File: config.mk
export PLATFORM = sky130hd
export DESIGN_NAME = i2s_tx
export DESIGN_NICKNAME = d
export VERILOG_FILES = /design/src/rtl/i2s_pkg.sv /design/src/rtl/i2s_clk_gen.sv /design/src/rtl/i2s_tx.sv
export SDC_FILE = /design/constraint.sdc
export NUM_CORES = 1
export LEC_CHECK = 0
export ABC_AREA = 1
export CORE_ASPECT_RATIO = 2
export CORE_MARGIN = 1.5
export CORE_UTILIZATION = 30
export CTS_CLUSTER_SIZE = 30
export DETAILED_ROUTE_END_ITERATION = 6
export GPL_TIMING_DRIVEN = 0
export PLACE_DENSITY = 0.48
export SYNTH_ARGS = -nofsm -noshare
export SYNTH_HDL_FRONTEND = slang
export SYNTH_SLANG_ARGS = --single-unit
File: constraint.sdc
create_clock -name i_clk -period 2.35 [get_ports i_clk]
set_clock_uncertainty 0.2 [all_clocks]
set_input_delay 0.3525 -clock i_clk [delete_from_list [all_inputs] [get_ports i_clk]]
set_output_delay 0.3525 -clock i_clk [all_outputs]
set_load 0.05 [all_outputs]
File: src/rtl/i2s_pkg.sv
// Shared defaults and slot-position constants for the I2S transmitter.
package i2s_pkg;

  localparam int unsigned CLK_DIV_DEF = 8;
  localparam int unsigned SMPL_W_DEF  = 24;
  localparam int unsigned SLOT_W_DEF  = 32;

  // Slot positions of the word's MSB and LSB (position 0 is the one-bit I2S delay).
  localparam int unsigned P_MSB = 1;
  localparam int unsigned P_LSB = SMPL_W_DEF;

  typedef enum logic {
    ChLeft  = 1'b0,
    ChRight = 1'b1
  } chan_e;

endpackage

File: src/rtl/i2s_clk_gen.sv
// Bit-clock divider: toggles sclk every CLK_DIV clk cycles and flags the
// falling/rising transitions one cycle ahead so callers update in the same edge.
module i2s_clk_gen #(
  parameter int unsigned CLK_DIV = 8
) (
  input  logic i_clk,
  input  logic i_rst,
  output logic o_sclk,
  output logic o_fall,
  output logic o_rise
);

  localparam int unsigned CntW = (CLK_DIV > 1) ? $clog2(CLK_DIV) : 1;

  logic [CntW-1:0] r_div_cnt;
  logic            r_sclk;
  logic            w_wrap;

  assign w_wrap = (r_div_cnt == CntW'(CLK_DIV - 1));

  always_ff @(posedge i_clk) begin
    if (i_rst) begin
      r_div_cnt <= '0;
      r_sclk    <= 1'b0;
    end else if (w_wrap) begin
      r_div_cnt <= '0;
      r_sclk    <= ~r_sclk;
    end else begin
      r_div_cnt <= r_div_cnt + 1'b1;
    end
  end

  assign o_sclk = r_sclk;
  assign o_fall = w_wrap & r_sclk;
  assign o_rise = w_wrap & ~r_sclk;

endmodule

File: src/rtl/i2s_tx.sv
// Master-mode I2S transmitter: L/R holding registers with fresh/overrun tracking,
// frame-aligned load into per-channel shifters, and registered sclk/lrclk/sdata.
module i2s_tx
  import i2s_pkg::*;
#(
  parameter int unsigned CLK_DIV = CLK_DIV_DEF,
  parameter int unsigned SMPL_W  = SMPL_W_DEF,
  parameter int unsigned SLOT_W  = SLOT_W_DEF
) (
  input  logic              i_clk,
  input  logic              i_rst,
  input  logic [1:0]        i_din_valid,
  input  logic [SMPL_W-1:0] i_din,
  output logic              o_sclk,
  output logic              o_lrclk,
  output logic              o_sdata,
  output logic              o_frame_start,
  output logic              o_underrun,
  output logic              o_overrun
);

  localparam int unsigned FrameBits = 2 * SLOT_W;
  localparam int unsigned BitW      = $clog2(FrameBits);

  logic              w_fall;
  logic              w_rise_unused;
  logic [BitW-1:0]   r_bit_cnt;
  logic [BitW-1:0]   w_bit_nxt;
  logic [BitW-1:0]   w_pos;
  chan_e             w_chan_nxt;
  logic              w_load;
  logic              w_in_word;
  logic              w_sdata_nxt;
  logic              w_wr_l;
  logic              w_wr_r;
  logic [SMPL_W-1:0] r_hold_l;
  logic [SMPL_W-1:0] r_hold_r;
  logic              r_fresh_l;
  logic              r_fresh_r;
  logic [SMPL_W-1:0] r_shift_l;
  logic [SMPL_W-1:0] r_shift_r;
  logic              r_lsb_l;
  logic              r_lsb_r;
  logic              r_lrclk;
  logic              r_sdata;
  logic              r_frame_start;
  logic              r_underrun;
  logic              r_overrun;

  i2s_clk_gen #(
    .CLK_DIV(CLK_DIV)
  ) u_clk_gen (
    .i_clk (i_clk),
    .i_rst (i_rst),
    .o_sclk(o_sclk),
    .o_fall(w_fall),
    .o_rise(w_rise_unused)
  );

  assign w_bit_nxt  = (r_bit_cnt == BitW'(FrameBits - 1)) ? '0 : r_bit_cnt + 1'b1;
  assign w_chan_nxt = (w_bit_nxt >= BitW'(SLOT_W)) ? ChRight : ChLeft;
  assign w_pos      = (w_chan_nxt == ChRight) ? w_bit_nxt - BitW'(SLOT_W) : w_bit_nxt;
  assign w_load     = w_fall && (r_bit_cnt == BitW'(FrameBits - 1));
  assign w_in_word  = (w_pos >= BitW'(P_MSB)) && (w_pos <= BitW'(SMPL_W));

  // Illegal 2'b11 falls through to the left write only.
  assign w_wr_l = i_din_valid[0];
  assign w_wr_r = (i_din_valid == 2'b10);

  // Position 0 carries the LSB of the word sent in the preceding slot; at the frame
  // load edge r_lsb_r still holds the previous frame's right LSB.
  always_comb begin
    w_sdata_nxt = 1'b0;
    if (w_pos == '0) begin
      w_sdata_nxt = (w_chan_nxt == ChRight) ? r_lsb_l : r_lsb_r;
    end else if (w_in_word) begin
      w_sdata_nxt = (w_chan_nxt == ChRight) ? r_shift_r[SMPL_W-1] : r_shift_l[SMPL_W-1];
    end
  end

  always_ff @(posedge i_clk) begin
    if (i_rst) begin
      r_bit_cnt     <= BitW'(FrameBits - 1);
      r_lrclk       <= 1'b0;
      r_sdata       <= 1'b0;
      r_hold_l      <= '0;
      r_hold_r      <= '0;
      r_fresh_l     <= 1'b0;
      r_fresh_r     <= 1'b0;
      r_shift_l     <= '0;
      r_shift_r     <= '0;
      r_lsb_l       <= 1'b0;
      r_lsb_r       <= 1'b0;
      r_frame_start <= 1'b0;
      r_underrun    <= 1'b0;
      r_overrun     <= 1'b0;
    end else begin
      r_frame_start <= w_load;
      r_underrun    <= w_load & ~(r_fresh_l & r_fresh_r);
      r_overrun     <= (w_wr_l & r_fresh_l) | (w_wr_r & r_fresh_r) | (i_din_valid == 2'b11);

      if (w_wr_l) r_hold_l <= i_din;
      if (w_wr_r) r_hold_r <= i_din;

      // A write coinciding with the load belongs to the next frame, so it keeps fresh set.
      if (w_wr_l)      r_fresh_l <= 1'b1;
      else if (w_load) r_fresh_l <= 1'b0;
      if (w_wr_r)      r_fresh_r <= 1'b1;
      else if (w_load) r_fresh_r <= 1'b0;

      if (w_fall) begin
        r_bit_cnt <= w_bit_nxt;
        r_lrclk   <= (w_chan_nxt == ChRight);
        r_sdata   <= w_sdata_nxt;
      end

      if (w_load) begin
        r_shift_l <= r_hold_l;
        r_shift_r <= r_hold_r;
        r_lsb_l   <= r_hold_l[0];
        r_lsb_r   <= r_hold_r[0];
      end else if (w_fall && w_in_word) begin
        if (w_chan_nxt == ChRight) r_shift_r <= {r_shift_r[SMPL_W-2:0], 1'b0};
        else                       r_shift_l <= {r_shift_l[SMPL_W-2:0], 1'b0};
      end
    end
  end

  assign o_lrclk       = r_lrclk;
  assign o_sdata       = r_sdata;
  assign o_frame_start = r_frame_start;
  assign o_underrun    = r_underrun;
  assign o_overrun     = r_overrun;

endmodule

==> impl_metrics.csv <==
group,metric,value,unit
critical_path,cp.required,1800,ps
placement,dp_cells,883,
sta,setup_viol,0,
route,routed_wl,13.6,mm
clock_network,cts_tree,"built",
clock_network,postCtsHoldBufs,0,
critical_path,worst_path_max_delay_cell,"clkdlybuf4s50_1",
power,swShare,22.9,%
hold_path,min_path_type,"reg2reg",
power,combPwrFrac,5.0,%
sta,finalHoldViolCount,0,
critical_path,critPathCaptureType,"output pin",
route,routed-via-count,4380,
critical_path,crit_family,"buffers and inverters",
clock_network,clock_latency,410,ps
critical_path,r2r-end,"r_shift_r[21]$_SDFFE_PP0P_",
hold_path,whs_path_depth,1,
power,power_density,793,nW/µm²
grt,grt-ovfl-total,0,
clock_network,cts_max_path_buffers,2,
grt,grt_pass1_vias,4439,
critical_path,crit_fanout,3,
critical_path,cp_cell_sequence,"clkdlybuf4s50_1",
sta,fin_crit_sh,92.5,%
clock_network,root_buffer,"clkbuf_16",
floorplanning,std_cell_rows,65,
clock_network,cts_made_buffers,17,
hold_path,hold_path_startpoint,"u_clk_gen.r_div_cnt[0]$_SDFF_PP0_",
sta,relSlewSlack,55.6,%
finish,stdcell_count,915,
route,wl_per_cell,14.9,µm
synth,synth_commonest_cells,"nand2_1, dfxtp_1, a21oi_1",
critical_path,critPathKind,"reg2out",
route,viasPerCell,4.79,
route,drcViolationCount,0,
critical_path,crit-reg2reg-launch,"r_bit_cnt[1]$_SDFFE_PP1P_",
finish,synthToLayoutAreaGrowth,24.5,%
power,power_frac_clock,52.8,%
route,drtIter0Drc,194,
floorplanning,chipWidth,93.1,µm
route,drtPass1Iterations,4,
run_status,status,"complete, no violations",
power,power,4.81,mW
flow_run,maxCapViolCount,0,
grt,grt_usage,17.3,%
route,wl_met2,7.60,mm
synth,avgSynthCellArea,7.51,µm²
synth,synth_top_area_cell,"dfxtp_1",
synth,syn-num-nets,682,
critical_path,r2r_slack,180,ps
synth,synthArstFlopShare,0,%
route,met1_length,5.38,mm
grt,grt_max_degree,17,
sta,rsz0062_at_grt,"no",
grt,antenna_found_initial,0,
route,drt.antenna.violating_nets,0,
synth,synth.top_cell.area_share,47.2,%
critical_path,worstPathArrival,1620,ps
synth,post-synth-top-count-cell,"nand2_1",
critical_path,r2r_cells,12,
power,p_int,3.71,mW
floorplanning,die-area,17100,µm²
floorplanning,start_util,30.7,%
synth,synthCells,649,
synth,synth_warnings,0,
floorplanning,core_area,15900,µm²
sta,max_clock_freq,460,MHz
sta,worst_pin_slew,666,ps
sta,fin_hold_ws,229,ps
power,leakage,2.27,nW
power,pwr-share-seq,42.2,%
power,p_sw,1.10,mW
finish,drive_gt1_share,10.2,%
synth,synthDistinctLibCells,28,
synth,ys_seq_area_share,47.2,%
synth,synth_edf_count,0,
critical_path,critPathMaxStageDelay,820,ps
grt,grt_pass1_wl,22.2,mm
route,top_layer,"met4",
hold_path,min_to,"u_clk_gen.r_div_cnt[0]$_SDFF_PP0_",
power,ir_drop,439,µV
finish,antenna_cells,0,
clock_network,cts_sinks,115,
floorplanning,ioPinCount,34,
route,dr_wl_met3,371,µm
clock_network,cts.htree.levels,4,
finish,nFillCells,1731,
synth,synth_area_leaders,"dfxtp_1, a21oi_1, o21ai_0",
finish,final_nets,734,
sta,fin_crit,2170,ps
clock_network,path_clk_slew,60,ps
sta,setup_tns,0,ps
placement,gp_congestion,0.838,
critical_path,crit_path_start_kind,"register",
synth,synth.cell_area,4870,µm²
finish,seqCellArea,2310,µm²
synth,synth_seq_cells,115,
sta,maxSlewViolCount,0,
placement,io_buffers,33,
floorplanning,die_h,183,µm
placement,hpwl,10.3,mm
finish,final_core_util,38.3,%
synth,synthFlopType,"dfxtp_1",
critical_path,critPathBufInv,1,
finish,multiInputGateArea,2070,µm²
registers in the layout, indices dropped and copies added (netlist names), 3 cells and up:
signal and flops:
r_hold_l 24, r_shift_l 24, u_clk_gen.r_div_cnt 3, r_bit_cnt 6, r_shift_r 24, r_hold_r 24
power groups by stage:
| stage | registers [mW] | logic [mW] | clock network, mW |
|---|---|---|---|
| floorplan | 2.07 | 0.121 | 0 |
| global placement | 2.07 | 0.246 | 0 |
| finish | 2.03 | 0.243 | 2.54 |
| global route | 2.04 | 0.272 | 2.70 |
| CTS | 2.03 | 0.248 | 2.59 |
| detailed placement | 2.07 | 0.247 | 0 |
final cells by class:
cell class                 count  share of cell area, %
buffer                        44                   4.35
clock buffer                  19                   7.47
clock inverter                13                   2.23
inverter                      68                   4.25
multi-input combinational    422                   34.1
sequential                   115                   38.0
tap                          201                   4.15
timing repair buffer          33                   5.44
through the flow:
| stage | area [µm²] | worst slack (ps) |
|---|---|---|
| CTS | 6050 | 30.8 |
| global placement | 5460 | -175 |
| finish | 6070 | 175 |
| global route | 6070 | 16.0 |
| detailed placement | 5460 | -190 |
| floorplan | 4870 | 222 |
kinds of logic (layout without fill, tap and decap cells):
| logic type | after synthesis | after routing | share of synthesized area [%] |
|---|---|---|---|
| buffers and inverters | 112 | 177 | 10.6 |
| and+or+nand+nor | 208 | 208 | 19.1 |
| DFF | 115 | 115 | 47.2 |
| AOI/OAI and AO/OA | 209 | 209 | 21.8 |
| adders and majority gates | 5 | 5 | 1.28 |
placed cells by master, fill, tap and decap left out, types with 2 or more instances in the layout:
cell type / instances
a21oi_1: 106
a22oi_1: 2
buf_2: 4
buf_4: 5
buf_6: 10
bufinv_16: 2
clkbuf_1: 25
clkbuf_16: 17
clkbuf_8: 2
clkdlybuf4s50_1: 33
clkinv_2: 4
clkinv_4: 2
clkinvlp_4: 5
dfxtp_1: 113
ha_1: 3
ha_2: 2
inv_1: 66
nand2_1: 116
nand2_2: 6
nand2_4: 6
nand3_1: 51
nor2_1: 21
nor2_4: 2
o21ai_0: 96
worst max path at each step:
stage          slack [ps]                         startpoint                         end  cells after the start
3_3_place_gp         -170  u_clk_gen.r_div_cnt[0]$_SDFF_PP0_  r_shift_l[20]$_SDFFE_PP0P_                     11
3_5_place_dp         -190  u_clk_gen.r_div_cnt[0]$_SDFF_PP0_  r_shift_l[20]$_SDFFE_PP0P_                     11
5_1_grt                20          r_bit_cnt[0]$_SDFFE_PP1P_   r_shift_l[2]$_SDFFE_PP0P_                     12
4_1_cts                30  u_clk_gen.r_div_cnt[0]$_SDFF_PP0_   r_shift_l[4]$_SDFFE_PP0P_                     11
2_1_floorplan         220      u_clk_gen.o_sclk$_SDFFE_PP0N_  r_shift_l[18]$_SDFFE_PP0P_                      8
6_report              180      u_clk_gen.o_sclk$_SDFFE_PP0N_                      o_sclk                      1
repair_timing:
item | 4_1_cts | 5_1_grt
setup buffers | 0 | 0
pin swaps | 0 | 0
resized for setup | 3 | 7
endpoints found under the setup margin | 50 | 49
layer usage:
metal | global-route usage [%] | vias up
li1 | - | 2238
met1 | 17.4 | 2047
met2 | 33.2 | 78
met3 | 3.65 | 17
met4 | 7.39 | 0
met5 | 0 | -
Power figures use the tool's default switching activity.
